$ cat config.mk
export PLATFORM = sky130hd
export DESIGN_NAME = instr_fetch_flat
export DESIGN_NICKNAME = d
export VERILOG_FILES = /design/src/rtl/instr_fetch_pkg.sv /design/src/rtl/instr_fetch_if.sv /design/src/rtl/instr_fetch_branch_lut.sv /design/src/rtl/instr_fetch.sv /design/src/flat_wrapper.sv
export SDC_FILE = /design/constraint.sdc
export NUM_CORES = 1
export LEC_CHECK = 0
export CORE_MARGIN = 2
export CORE_UTILIZATION = 47
export CTS_CLUSTER_DIAMETER = 50
export DETAILED_ROUTE_END_ITERATION = 10
export GPL_TIMING_DRIVEN = 0
export PLACE_DENSITY = 0.88
export RECOVER_POWER = 25
export SLEW_MARGIN = 20
export SYNTH_ARGS = -nofsm -noshare
export SYNTH_HDL_FRONTEND = slang
export SYNTH_SLANG_ARGS = --single-unit
$ cat constraint.sdc
create_clock -name clk -period 2.55 [get_ports clk]
set_clock_uncertainty 0.2 [all_clocks]
set_input_delay 0.3825 -clock clk [delete_from_list [all_inputs] [get_ports clk]]
set_output_delay 0.3825 -clock clk [all_outputs]
set_load 0.005 [all_outputs]
$ cat src/rtl/instr_fetch_pkg.sv
// Shared definitions for the instruction fetch stage.
//   - FSM state encoding for the fetch controller
//   - instruction field positions (TYP / OP / operand)
//   - HALT opcode and the controller's opcode enumeration
//   - 16-entry branch-target table consumed by branch_lut
package instr_fetch_pkg;

  localparam int LUT_W   = 10;  // width of the stored branch targets
  localparam int LUT_N   = 16;  // one entry per 4-bit operand value

  // Instruction layout: [8] TYP, [7:4] OP, [3:0] operand, [7:0] imm.
  localparam int TYP_BIT  = 8;
  localparam int OP_MSB   = 7;
  localparam int OP_LSB   = 4;
  localparam int OPND_MSB = 3;
  localparam int OPND_LSB = 0;
  localparam int IMM_MSB  = 7;
  localparam int IMM_LSB  = 0;

  localparam logic [3:0] HALT_OP = 4'hF;

  typedef enum logic [1:0] {
    IDLE   = 2'd0,
    RUN    = 2'd1,
    HALTED = 2'd2
  } state_e;

  // Opcode map shared with the control unit. OP_RSVD is fetched like any
  // other instruction; only OP_HALT with TYP=0 stops the fetch stage.
  typedef enum logic [3:0] {
    OP_NOP  = 4'h0,
    OP_LD   = 4'h1,
    OP_ST   = 4'h2,
    OP_ADD  = 4'h3,
    OP_SUB  = 4'h4,
    OP_BR   = 4'h5,
    OP_BZ   = 4'h6,
    OP_BNZ  = 4'h7,
    OP_AND  = 4'h8,
    OP_OR   = 4'h9,
    OP_XOR  = 4'hA,
    OP_SHL  = 4'hB,
    OP_SHR  = 4'hC,
    OP_MOV  = 4'hD,
    OP_RSVD = 4'hE,
    OP_HALT = 4'hF
  } opcode_e;

  // Branch targets indexed by the branch instruction's operand field.
  localparam logic [LUT_W-1:0] BR_LUT [LUT_N] = '{
    10'h000, 10'h010, 10'h018, 10'h040,
    10'h020, 10'h080, 10'h0C0, 10'h100,
    10'h140, 10'h180, 10'h1C0, 10'h200,
    10'h280, 10'h300, 10'h380, 10'h3F0
  };

  function automatic logic is_halt(input logic typ, input logic [3:0] op);
    return (typ == 1'b0) && (op == HALT_OP);
  endfunction

endpackage

$ cat src/rtl/instr_fetch_if.sv
// Instruction-memory bus between the fetch stage and instruction memory.
//   imem_addr : fetch address driven by the fetch stage (master)
//   imem_data : instruction word, combinational from imem_addr (slave)
interface instr_fetch_if #(
  parameter int PC_W    = 10,
  parameter int INSTR_W = 9
);

  logic [PC_W-1:0]    imem_addr;
  logic [INSTR_W-1:0] imem_data;

  modport master (output imem_addr, input  imem_data);
  modport slave  (input  imem_addr, output imem_data);

endinterface

$ cat src/rtl/instr_fetch_branch_lut.sv
// branch_lut: combinational branch-target lookup.
//   idx    : 4-bit operand of the branch instruction in IR
//   target : PC to redirect to when the branch is taken
module branch_lut
  import instr_fetch_pkg::*;
#(
  parameter int PC_W = 10
) (
  input  logic [3:0]      idx,
  output logic [PC_W-1:0] target
);

  // Table entries are LUT_W wide; resize to the PC width in use.
  assign target = PC_W'(BR_LUT[idx]);

endmodule

$ cat src/rtl/instr_fetch.sv
// instr_fetch: instruction fetch stage feeding the control unit.
//   clk, reset_n : clock and synchronous active-low reset
//   start        : pulse to (re)start execution from START_ADDR
//   stall        : freeze PC, IR, ir_pc and ir_valid while in RUN
//   br_taken     : branch resolved taken for the instruction in IR
//   imem         : instruction-memory bus (address out, data in)
//   ir_valid     : IR holds a live instruction
//   typ/op/operand/imm : IR fields, driven whether valid or not
//   ir_pc        : address the IR instruction came from
//   done         : high while HALTED
module instr_fetch
  import instr_fetch_pkg::*;
#(
  parameter int              PC_W       = 10,
  parameter int              INSTR_W    = 9,
  parameter logic [PC_W-1:0] START_ADDR = '0
) (
  input  logic             clk,
  input  logic             reset_n,
  input  logic             start,
  input  logic             stall,
  input  logic             br_taken,
  instr_fetch_if.master    imem,
  output logic             ir_valid,
  output logic             typ,
  output logic [3:0]       op,
  output logic [3:0]       operand,
  output logic [7:0]       imm,
  output logic [PC_W-1:0]  ir_pc,
  output logic             done
);

  state_e             state;
  logic [PC_W-1:0]    pc;
  logic [INSTR_W-1:0] ir;
  logic [PC_W-1:0]    br_target;
  logic               ir_is_halt;

  branch_lut #(.PC_W(PC_W)) u_branch_lut (
    .idx    (operand),
    .target (br_target)
  );

  assign imem.imem_addr = pc;

  assign typ     = ir[TYP_BIT];
  assign op      = ir[OP_MSB:OP_LSB];
  assign operand = ir[OPND_MSB:OPND_LSB];
  assign imm     = ir[IMM_MSB:IMM_LSB];

  assign ir_is_halt = is_halt(typ, op);

  // NOTE: reset is sampled inside the clocked block (synchronous), and every
  // state register uses <= so all of them update together on the edge.
  always_ff @(posedge clk) begin
    if (!reset_n) begin
      state    <= IDLE;
      pc       <= START_ADDR;
      ir       <= '0;
      ir_pc    <= '0;
      ir_valid <= 1'b0;
      done     <= 1'b0;
    end else begin
      unique case (state)
        IDLE: begin
          if (start) begin
            state    <= RUN;
            pc       <= START_ADDR;
            ir_valid <= 1'b0;
          end
        end

        RUN: begin
          // While stalled everything holds, including a pending br_taken;
          // the controller keeps it asserted until the stall releases.
          if (!stall) begin
            if (ir_valid && ir_is_halt) begin
              state    <= HALTED;
              ir_valid <= 1'b0;
              done     <= 1'b1;
            end else if (ir_valid && br_taken) begin
              // Drop the wrong-path fetch: exactly one bubble.
              pc       <= br_target;
              ir_valid <= 1'b0;
            end else begin
              ir       <= imem.imem_data;
              ir_pc    <= pc;
              ir_valid <= 1'b1;
              pc       <= pc + 1'b1;  // wraps modulo 2^PC_W
            end
          end
        end

        HALTED: begin
          if (start) begin
            state <= RUN;
            pc    <= START_ADDR;
            done  <= 1'b0;
          end
        end

        default: begin
          state    <= IDLE;
          ir_valid <= 1'b0;
          done     <= 1'b0;
        end
      endcase
    end
  end

endmodule

$ cat src/flat_wrapper.sv
// flat-port wrapper written by rule: the top's interface ports become plain ports
module instr_fetch_flat import instr_fetch_pkg::*;
#(
  parameter int              PC_W       = 10,
  parameter int              INSTR_W    = 9,
  parameter logic [PC_W-1:0] START_ADDR = '0
)
  (clk, reset_n, start, stall, br_taken, ir_valid, typ, op, operand, imm, ir_pc, done, imem_imem_addr, imem_imem_data);
  instr_fetch_if #(.PC_W(PC_W), .INSTR_W(INSTR_W)) imem_i ();
  input  logic clk;
  input  logic reset_n;
  input  logic start;
  input  logic stall;
  input  logic br_taken;
  output logic ir_valid;
  output logic typ;
  output logic [3:0] op;
  output logic [3:0] operand;
  output logic [7:0] imm;
  output logic [PC_W-1:0] ir_pc;
  output logic done;
  output wire logic [$bits(imem_i.imem_addr)-1:0] imem_imem_addr;
  input wire logic [$bits(imem_i.imem_data)-1:0] imem_imem_data;
  assign imem_imem_addr = imem_i.imem_addr;
  assign imem_i.imem_data = imem_imem_data;
  instr_fetch #(.PC_W(PC_W), .INSTR_W(INSTR_W), .START_ADDR(START_ADDR)) u_core (.clk(clk), .reset_n(reset_n), .start(start), .stall(stall), .br_taken(br_taken), .imem(imem_i), .ir_valid(ir_valid), .typ(typ), .op(op), .operand(operand), .imm(imm), .ir_pc(ir_pc), .done(done));
endmodule
# Word-level counts from Yosys, hierarchy flattened
# Memory sizes are Yosys's and may differ from the RTL's.
# Cells that the tools add are included.
totals:
  register_bits: 33
  latchBits: 0
  mem_bits_rw: 0
  mem_bits_ro: 160
  in_bits: 14
  output_inout_bits: 39
  elab_cells: 55
  n_memories: 1
op_classes:
  add_sub_neg: 1
  multipliers: 0
  n_div: 0
  order_cmp: 1
  n_eq_ne: 9
  shifts: 0
  muxes: 19
  n_bitwise: 7
  reduce_logical: 11
mem_list:
  columns: ["memory", "depth", "word_bits", "read_ports", "rd_clocked_by_memory_dff", "write_ports", "line_no", "rtl"]
  rows:
  - ["(name not given)", 16, 10, 1, 0, 0, "instr_fetch_branch_lut.sv:14", "assign target = PC_W'(BR_LUT[idx]);"]
op_table:
  columns: ["operator", "count"]
  rows:
  - ["10-bit two-way mux", 6]
  - ["10-bit case mux with 2 select lines", 1]
  - ["4-bit AND reduction", 3]
  - ["10-bit by 1-bit adder with 10-bit output (second input constant)", 1]
  - ["2-bit inequality test (second input constant)", 4]
  - ["1-bit two-way mux", 6]
  - ["2-bit two-way mux", 3]
  - ["1-bit inverter", 6]
  - ["1-bit case mux with 3 select lines", 2]
  - ["3-bit AND reduction", 2]
  - ["5-bit greater-or-equal comparator (second input constant)", 1]
  - ["4-bit inverter with 5-bit output", 1]
  - ["4-bit equality test (second input constant)", 1]
  - ["2-bit by 1-bit inequality test with 1-bit output (second input constant)", 2]
  - ["2-bit case mux with 2 select lines", 1]
  - ["1-bit logical AND", 3]
  - ["2-bit by 1-bit equality test with 1-bit output (second input constant)", 1]
  - ["2-bit equality test (second input constant)", 1]
  - ["2-bit zero test", 1]
  - ["2-bit nonzero test", 1]
  - ["2-bit OR reduction", 1]

# Longest topological paths before layout
# Gate-level depths: netlist of run 1.
logic_depth:
  word_depth: 8
  depth_mapped: 6
  depth_no_buf: 6

# By module
# Synthesis of run 1 repeated with hierarchy kept, for this count alone.
unflattened:
  cells_unflattened: 224
  area_unflattened_um2: 1791.7
modules_own_cells:
  columns: ["mod", "n_inst", "cells_per_inst", "area_per_inst_um2", "seq_area_each_um2"]
  rows:
  - ["instr_fetch", 1, 193, 1565.3, 660.6]
  - ["branch_lut", 1, 31, 226.5, 0.0]

# Worst setup path after synthesis of run 1
# OpenSTA, ideal clock, no wires.
synth_timing:
  kind: "reg2reg"
  start: "register u_core.ir[0]"
  end: "register u_core.pc[4], in the netlist u_core.imem.imem_addr[4]"
  setup_ns: 0.083
  arrival_ns: 1.576
  required_time_ns: 2.267
  setup_slack_ns: 0.691
  path_stages_with_launch: 7
  n_path_buf: 0
  period_less_slack_ns: 1.859
  path_cell_list: "dfxtp_1 inv_1 ha_1 or3b_2 a21oi_1 o211ai_1 o221ai_1"
synth_between:
  elab_chain_len: 8
synth_rtl:
  columns: ["item", "line_no", "rtl"]
  rows:
  - ["from (decl)", "instr_fetch.sv:35", "logic [INSTR_W-1:0] ir;"]
  - ["from (signal assigned)", "instr_fetch.sv:86", "ir <= imem.imem_data;"]
  - ["4-bit inverter with 5-bit output (implied by the code)", "instr_fetch_branch_lut.sv:14", null]
  - ["memory read 16 x 10 bit", null, null]
  - ["10-bit two-way mux (implied by the code) (2 in series)", "instr_fetch_branch_lut.sv:14", null]
  - ["10-bit two-way mux", "instr_fetch.sv:81", "end else if (ir_valid && br_taken) begin"]
  - ["10-bit two-way mux", "instr_fetch.sv:77", "if (ir_valid && ir_is_halt) begin"]
  - ["10-bit two-way mux", "instr_fetch.sv:76", "if (!stall) begin"]
  - ["10-bit case mux with 2 select lines", "instr_fetch.sv:64", "unique case (state)"]
  - ["to (signal assigned)", "instr_fetch.sv:83", "pc <= br_target;"]
  - ["to (signal assigned)", "instr_fetch.sv:89", "pc <= pc + 1'b1;"]
  - ["to (decl)", "instr_fetch.sv:34", "logic [PC_W-1:0] pc;"]
# Every way passes these cells. The select of a mux whose other input is x is not followed.
# A chain may end at the register's enable or synchronous reset.

# Worst setup path in the final report of run 1
layout_timing:
  start: "input stall"
  end: "register u_core.ir_pc[5]"
layout_between:
  elab_chain_len: 2
layout_rtl:
  columns: ["item", "line_no", "rtl"]
  rows:
  - ["from (decl)", "flat_wrapper.sv:13", "input logic stall;"]
  - ["1-bit inverter (no source line)", null, null]
  - ["4-bit AND reduction (no source line)", null, null]
  - ["to (signal assigned)", "instr_fetch.sv:87", "ir_pc <= pc;"]
  - ["to (decl)", "instr_fetch.sv:29", "output logic [PC_W-1:0] ir_pc,"]
# Every way passes these cells.

==> impl_results.md, run 1 <==
- Startpoint types: primary input
- Mapped Cells: between 200 and 250
- Worst Path Required: roughly 2.6 ns
- Ant diodes: 0
- Reg clk slew, reported paths: about 0.060 ns
- CTS buffer count: 5
- Flops & latches, synth: 33
- Num rows: 22
- CTS H-Tree Depth: 2
- CP max-delay cell: clkdlybuf4s50_1
- Initial antenna violation count: 0
- Post-Syn Area: 1860 um^2
- Overflow after GRT: 0
- CP max FO: 10
- Vias per inst: 5.46
- Setup TNS: 0 ns
- Max Cap Violations: 0
- Setup Buffers After CTS: 0
- CTS resizes: 0
- VDD IR-drop max: 250 uV
- Setup slack after layout: 0.457 ns
- Final Max Slew Viols: 0
- Post-synth EDFFs: 0
- Initial DRT Pass Iterations: 4
- Mean routed wirelength per cell: between 10 and 15 um
- Post-synth top area cell: dfxtp_1
- Outcome: finished clean
- Sequence of cells on the critical path: clkdlybuf4s50_1, or3b_4, a211oi_4, buf_6, nand2_1, a21oi_2
- Hpwl dp: approximately 3300 um
- First-iteration detailed-routing DRC count: roughly 120
- Top cell type's share of synthesized area: a little over a third
- Final wirelength: about 4500 um
- First-pass GRT wire length: between 7000 and 8000 um
- Reg-to-Reg Start: u_core.ir[0]
- Warnings from Yosys: 0
- Min-delay worst type: flip-flop to flip-flop
- Reg-to-reg endpoint: u_core.imem.imem_addr[4]
- # nets final: 309
- Total number of vias: 1835
- Sequential element share of the synthesized area: around 36%
- CP delay by family, top: buffers and inverters
- Ys async rst share: 0%
- TritonCTS clock tree: done
- Max incr delay on CP: 0.49 ns
- CTS hold repair buffers: 0
- PortBufs: between 50 and 60
- Total power: 1.09 mW
- Initial Util: 49.9%
- FF-to-FF path depth: 6
- CP Data Arrival Time: roughly 2.1 ns
- Crit path capture type: flip-flop
- Top FF cell, synth: dfxtp_1
- Die Width: ~67 um
- Ratio of cells with drive above 1 in the final layout: 12.5%
- Critical path launch point: stall
- R2R setup slack: about 0.55 ns
- Die area: between 4000 and 5000 um^2
- Final count of negative-setup-slack endpoints: 0
- Avg Inst Size Synth: 8.10 um^2
- WP depth: 6
- Die height: approximately 67 um
- Layout area overhead: 35.9%
- Final Cycle Share: between 80% and 90%
- Synth top area cells: dfxtp_1, nand2_1, a21oi_1
- I/O Pins: between 50 and 60
- Global-route total usage across every layer: roughly 23%
- Largest net degree at the start of global routing: 11
- CP Capture Point: u_core.ir_pc[5]
- Leak: roughly 0.9 nW
- CTS Buffer Depth: 2
- Min Tclk post-route: 2.09 ns
- Syn_nets: 250
- Routed Antenna Nets: 0
- Core area: ~3700 um^2
- Slew HR: approximately three fifths
- Bufs and invs on worst path: 2
- Final hold viol count: 0
- Slew @ Worst Pin: a little under 0.6 ns
- Clk Latency, worst-skew pair: around 0.29 ns
- Pwr Density: 432 nW/um^2
- Gpl congestion: approximately 0.88
- CP Class: primary input to flip-flop
- Layout fillers: roughly 320
- Synth cell types: between 50 and 60
- Clk sinks: 33
- Worst slack, placed: around 0.17 ns
- Residual DRC: 0
- Vias in the first global route: roughly 1.8k
- Unrepaired setup endpoints after global routing: false
- Max Clock Freq: about 480 MHz
- Root Driver: clkbuf_8
[where the power goes]
part | internal [mW] | total, mW | switching (mW)
Clock | 0.214 | 0.398 | 0.184
Sequential | 0.525 | 0.537 | 0.0123
Combinational | 0.0776 | 0.153 | 0.0757
Total | 0.817 | 1.09 | 0.272
[worst reg2reg max path, cell delays in order (launching register included)]
cell,delay (ns)
dfxtp_1,0.48
inv_1,0.13
ha_1,0.33
or3b_2,0.44
a21oi_1,0.15
o211ai_1,0.10
o221ai_1,0.09
[cells in the mapped netlist, types with 2 or more instances]
cell      number
a21oi_1       19
a21oi_2       10
a31oi_1        3
and2_1         3
buf_2          2
buf_4          8
buf_6          2
clkbuf_1       7
dfxtp_1       33
ha_1           7
inv_1          4
mux2i_1        2
nand2_1       54
nand2b_1       4
nand3_1        9
nand4_1        4
nand4b_1       3
nor2_1         5
nor2b_1        3
nor3_1         2
nor3b_1        3
o211ai_1       4
o21ai_0        4
o221ai_1       2
o311ai_0       2
o31ai_1        2
[metal layers]
layer | track usage [%] | wire length [um] | part of all wire [%]
met1 | 27.4 | 1920 | 42
met2 | 38.1 | 2140 | 47
met3 | 6.59 | 433 | 9.5
met4 | 8.67 | 57 | 1.3
met5 | 0 | 0 | 0
[layout by cell type, fill, tap and decap left out, types with 5 or more instances in the layout]
master,Yosys,final
dlygate4sd3_1,0,16
a21oi_1,19,19
nand2_1,54,54
a21oi_2,10,10
clkbuf_1,7,8
nand3_1,9,9
buf_4,8,8
dfxtp_1,33,33
nor2_1,5,5
clkbuf_8,0,6
clkdlybuf4s50_1,0,36
ha_1,7,7
[stage by stage]
stage                     instance area [um^2]  std cells  util [%]  hold WS (ns)
final                                     2520        336      67.9         0.250
after global routing                      2520        336      67.9         0.273
after CTS                                 2520        336      67.9         0.255
after detailed placement                  2440        329      65.6         0.246
after global placement                    2440        329      65.6         0.248
after floorplan                           1860        229         -         0.253
[area by class of cell]
| cell class | count | area [um^2] | area share, % |
|---|---|---|---|
| timing repair buffer | 52 | 520 | 20.6 |
| sequential | 33 | 661 | 26.2 |
| multi-input combinational | 170 | 1050 | 41.6 |
| clock buffer | 7 | 86.3 | 3.42 |
| buffer | 21 | 128 | 5.06 |
| inverter | 5 | 18.8 | 0.744 |
| tap | 48 | 60.1 | 2.38 |
[registers in the layout, indices dropped and copies added (netlist names)]
name                   flops
u_core.imem.imem_addr     10
u_core.ir_pc              10
u_core.ir                  9
u_core.state               2
u_core.done                1
u_core.ir_valid            1
[kinds of logic (layout without fill, tap and decap cells)]
| logic type | Yosys count | count (layout) | share of synthesized area [%] |
|---|---|---|---|
| adder cells (fa/ha/maj) | 7 | 7 | 4.72 |
| multiplexers | 3 | 3 | 1.69 |
| AO/OA/AOI/OAI | 59 | 59 | 22.8 |
| buffers and inverters | 26 | 85 | 7.89 |
| flip-flops | 33 | 33 | 35.6 |
| AND/OR/NAND/NOR | 101 | 101 | 27.3 |
[worst min path at each step]
stage | endpoint | startpoint | depth (start not counted)
final | u_core.ir_pc[0] | u_core.ir_pc[0] | 2
after global routing | u_core.ir_pc[0] | u_core.ir_pc[0] | 2
after global placement | u_core.ir_pc[0] | u_core.ir_pc[0] | 2
after floorplan | u_core.ir_pc[0] | u_core.ir_pc[0] | 2
after detailed placement | u_core.ir_pc[0] | u_core.ir_pc[0] | 2
after CTS | u_core.ir_pc[0] | u_core.ir_pc[0] | 2
No activity file was read; power rests on OpenSTA's default activity.
==> inputs of run 2 (changes only) <==
==> constraint.sdc (replaced) <==
create_clock -name clk -period 2.1 [get_ports clk]
set_clock_uncertainty 0.2 [all_clocks]
set_input_delay 0.315 -clock clk [delete_from_list [all_inputs] [get_ports clk]]
set_output_delay 0.315 -clock clk [all_outputs]
set_load 0.005 [all_outputs]
==> run 2 against run 1 <==
  * Register-to-register slack got worse by 0.45 ns
  * Global-route usage unchanged
  * Setup slack worse by 0.36 ns
  * Worst hold slack hardly changed
  * Non-clock buffer count unchanged
  * Critical path depth stayed put
  * Via count about the same
==> impl_results.md, run 2 (synthesis results as in run 1) <==
- WP depth: 6
- CP delay by family, top: buffers and inverters
- FF-to-FF path depth: 6
- Total number of vias: 1834
- Die area: approximately 4500 um^2
- Min Tclk post-route: 2.01 ns
- Max incr delay on CP: just under 0.5 ns
- Pwr Density: roughly 520 nW/um^2
- Initial antenna violation count: 0
- Initial Util: 49.9%
- Final wirelength: approximately 4600 um
- I/O Pins: 53
- VDD IR-drop max: around 280 uV
- CP Data Arrival Time: around 2 ns
- DP Cell Count: around 330
- Switching share of power: roughly a quarter
- Leak: between 0.9 and 1 nW
- Design Area, Final: around 2500 um^2
- TritonCTS clock tree: done
- Largest net degree at the start of global routing: 11
- Hold path cells: 2
- Sequence of cells on the critical path: clkdlybuf4s50_1, or3b_4, a211oi_4, buf_6, nand2_1, a21oi_1
- Initial DRT Pass Iterations: 5
- CTS H-Tree Depth: 2
- Met1 Resource Use GR: a little over a quarter
- First-iteration detailed-routing DRC count: 136
- Most Crowded Layer GR: met2
- Slew @ Worst Pin: 0.598 ns
- Startpoint types: primary input
- Overflow after GRT: 0
- Crit path capture type: flip-flop
- Seq pwr share: ~50%
- Max Clock Freq: between 400 and 500 MHz
- Grt met3 use: under 10%
- Die Width: 66.8 um
- CP max FO: 10
- CTS buffer count: 5
- Root Driver: clkbuf_8
- Vias per inst: 5.46
- Gpl congestion: 0.876
- Final count of negative-setup-slack endpoints: 0
- Clock power frac: a little over a third
- First-pass GRT wire length: approximately 7700 um
- # nets final: just over 300
- Hpwl dp: 3300 um
- CTS hold repair buffers: 0
- Num rows: 22
- Max Cap Violations: 0
- Min-delay worst type: flip-flop to flip-flop
- Final Cycle Share: around 96%
- Int Pwr: about 990 uW
- Vias in the first global route: 1759
- Routed Antenna Nets: 0
- Commonest non-fill, non-tap cell in the layout: nand2_1
- Outcome: finished clean
- Residual DRC: 0
- Ant diodes: 0
- CP max-delay cell: clkdlybuf4s50_1
- Final hold viol count: 0
- Commonest cells after routing, fill and taps aside: nand2_1, clkdlybuf4s50_1, dfxtp_1, a21oi_1, dlygate4sd3_1
- Mean routed wirelength per cell: around 14 um
- Core area: around 3700 um^2
- Slew HR: approximately three fifths
- Met2 Use GR: a little under two fifths
- Final Max Slew Viols: 0
- Non-filler cells, final: between 300 and 400
- Combinational Power Share: 14.1%
- Clk Latency, worst-skew pair: around 0.29 ns
- Die height: between 60 and 70 um
- Worst Path Required: 2.11 ns
- CTS Buffer Depth: 2
- Reg clk slew, reported paths: roughly 0.060 ns
- Sw Pwr: ~330 uW
- Unrepaired setup endpoints after global routing: false
- Layout area overhead: 36.2%
- Post-DP Area: ~2400 um^2
- Global-route total usage across every layer: 22.8%
- Clk sinks: 33
- PortBufs: 52
- Bufs and invs on worst path: 2
- CP Class: primary input to flip-flop
- Ratio of cells with drive above 1 in the final layout: between 10% and 20%
## run 2: area by class of cell
cell class,instances,area [um^2]
Timing Repair Buffer,52,520
Sequential cell,33,662
Multi-Input combinational cell,170,1050
Fill cell,317,1190
Buffer,21,128
Tap cell,48,60.1
Clock buffer,7,86.3
Inverter,5,18.8
## run 2: metal layers
metal	wire [um]	vias up
li1	-	923
met1	1990	811
met2	2140	93
met3	409	7
met4	53	0
met5	0	-
## run 2: power by group through the flow
stage                     logic, mW  registers, mW  clock network [mW]
after floorplan               0.103          0.664                   0
after global placement        0.183          0.666                   0
after detailed placement      0.186          0.667                   0
after CTS                     0.187          0.653               0.492
after global routing          0.204          0.655               0.524
final                         0.187          0.653               0.485
## run 2: worst paths after layout
kind	from	slack [ns]	endpoint
worst max-delay path	stall	0.09	u_core.ir[0]
worst min-delay path	u_core.ir_pc[0]	0.25	u_core.ir_pc[0]
worst max register to register	u_core.ir[1]	0.10	u_core.imem.imem_addr[4]
worst min register to register	u_core.ir_pc[0]	0.25	u_core.ir_pc[0]
## run 2: through the flow
step                utilization [%]  TNS (ns)  total power, mW  setup slack (ns)  hold slack (ns)
finish                         68.0         0             1.32            0.0924            0.250
CTS                            67.9         0             1.33            0.0660            0.255
global route                   68.0         0             1.38          0.000705            0.273
detailed placement             65.6     -4.62            0.853            -0.212            0.246
global placement               65.6     -4.25            0.849            -0.212            0.248
floorplan                         -         0            0.767             0.241            0.251
## run 2: timing repair
item	CTS	global route
setup endpoints to repair	0	5
buffers inserted	0	0
gates resized for setup	0	3
## run 2: tightest hold or removal path, cell delays in order (launching register included)
cell and delay, ns:
dfxtp_1 0.31, nand2_1 0.05, a21oi_1 0.05
==> inputs of run 3 (changes only) <==
--- a/config.mk
+++ b/config.mk
@@ -12,6 +12,7 @@
 export GPL_TIMING_DRIVEN = 0
 export PLACE_DENSITY = 0.88
 export RECOVER_POWER = 25
+export SETUP_SLACK_MARGIN = 0.4
 export SLEW_MARGIN = 20
 export SYNTH_ARGS = -nofsm -noshare
 export SYNTH_HDL_FRONTEND = slang
==> run 3 against run 2 <==
  * Cell count is 9.2% higher
  * Critical path depth is 2 lower
  * Flip-flop and latch count stayed put
  * Sequential share of layout area is 3.0 points lower
  * Largest cell class unchanged
  * Fmax is 9.1% higher
  * Setup slack better by 0.17 ns
  * Register-to-register slack better by 0.16 ns
  * Global-route usage is 2.2 points higher
  * Via count is 13% higher
  * Clock power is 11% higher
  * Clock-buffer cell count stayed put
==> impl_results.md, run 3 (synthesis results as in run 1) <==
- Pwr Density: 472 nW/um^2
- Commonest cells after routing, fill and taps aside: nand2_1, buf_4, clkdlybuf4s50_1, dfxtp_1, a21oi_1
- Unrepaired setup endpoints after global routing: true
- Worst Path Required: 2.07 ns
- Reg clk slew, reported paths: ~0.07 ns
- Post-DP Area: between 2000 and 2500 um^2
- Min-delay worst type: flip-flop to flip-flop
- I/O Pins: 53
- Max Clock Freq: around 540 MHz
- Die height: 66.8 um
- Final Max Slew Viols: 0
- Residual DRC: 0
- CTS H-Tree Depth: 2
- Clk sinks: 33
- Core area: around 3700 um^2
- Initial DRT Pass Iterations: 4
- Design Area, Final: 2990 um^2
- Crit path capture type: flip-flop
- Final hold viol count: 0
- Hpwl dp: roughly 3400 um
- Slew @ Worst Pin: 0.444 ns
- Final count of negative-setup-slack endpoints: 0
- Slew HR: 70.4%
- Mean routed wirelength per cell: ~16 um
- Initial Util: roughly 50%
- TritonCTS clock tree: done
- Final Cycle Share: 87.7%
- # nets final: 339
- Routed Antenna Nets: 0
- Initial antenna violation count: 0
- Clk Latency, worst-skew pair: about 0.30 ns
- Total number of vias: a little over 2k
- DP Cell Count: about 330
- Worst slack, placed: -0.217 ns
- Die Width: 66.8 um
- Final wirelength: 5850 um
- Vias in the first global route: roughly 1.8k
- Gpl congestion: approximately 0.90
- Num rows: 22
- First-pass GRT wire length: 8400 um
- VDD IR-drop max: between 300 and 400 uV
- PortBufs: 52
- CP Data Arrival Time: between 1.5 and 2 ns
- CTS Buffer Depth: 2
- Min Tclk post-route: between 1.5 and 2 ns
- CP max FO: 5
- Ant diodes: 0
- First-iteration detailed-routing DRC count: 110
- Setup slack after layout: roughly 0.26 ns
- Setup TNS: 0 ns
- CP Class: flip-flop to flip-flop
- Leak: around 1.2 nW
- Layout area overhead: 61.4%
- Max Cap Violations: 0
- Largest net degree at the start of global routing: 11
- Startpoint types: flip-flop
- Die area: between 4000 and 5000 um^2
- Overflow after GRT: 0
- Vias per inst: between 5 and 6
- Global-route total usage across every layer: between 20% and 30%
- Ratio of cells with drive above 1 in the final layout: 34.5%
- Non-filler cells, final: approximately 370
- Commonest non-fill, non-tap cell in the layout: nand2_1
- Root Driver: clkbuf_8
- CTS buffer count: 5
- Total power: 1.41 mW
- Outcome: finished clean
## run 3: power breakdown
part	total, mW	leakage, nW	switching [mW]	internal (mW)
Sequential	0.644	0.274	0.0159	0.628
Combinational	0.234	0.889	0.114	0.120
Clock	0.536	0.0542	0.240	0.296
## run 3: final cells by class
type | instances | area [um^2]
well taps | 48 | 60.1
clock buffers | 7 | 96.3
repair buffers | 82 | 753
flip-flops and latches | 33 | 693
clock inverters | 1 | 5.00
fillers | 244 | 722
multi-input cells | 170 | 1200
inverters | 5 | 27.5
plain buffers | 21 | 156
## run 3: per-layer routing
metal / vias up / part of all wire, % / track usage [%]
li1: 987 / - / -
met3: 14 / 6.6 / 6.42
met5: - / 0 / 0
met4: 0 / 1.5 / 9.18
met2: 89 / 50 / 43.1
met1: 974 / 42 / 29.6
## run 3: worst paths after layout
check | from | to | slack, ns | depth (start not counted)
worst min register to register | u_core.ir_pc[0] | u_core.ir_pc[0] | 0.26 | 2
worst max register to register | u_core.imem.imem_addr[3] | u_core.imem.imem_addr[9] | 0.26 | 4
worst min-delay path | u_core.ir_pc[0] | u_core.ir_pc[0] | 0.26 | 2
worst max-delay path | u_core.imem.imem_addr[3] | u_core.imem.imem_addr[9] | 0.26 | 4
## run 3: what timing repair did
action                     in CTS  in global routing
setup endpoints to repair      57                 42
pin swaps                       6                 18
hold buffers                    0                  0
cloned                          2                  0
resized for setup              60                 54
hold endpoints to repair        0                  0
buffers inserted               16                 12
## run 3: stage by stage
step	util, %	hold WS, ns
6_report	80.6	0.255
5_1_grt	80.6	0.275
4_1_cts	75.0	0.262
3_5_place_dp	66.2	0.253
3_3_place_gp	66.2	0.248
2_1_floorplan	-	0.241
## run 3: worst max-delay path, cell delays in order (launching register included)
cell and delay, ns:
dfxtp_1 0.45, and4_4 0.29, or3b_4 0.41, o311ai_2 0.25
o211ai_1 0.13
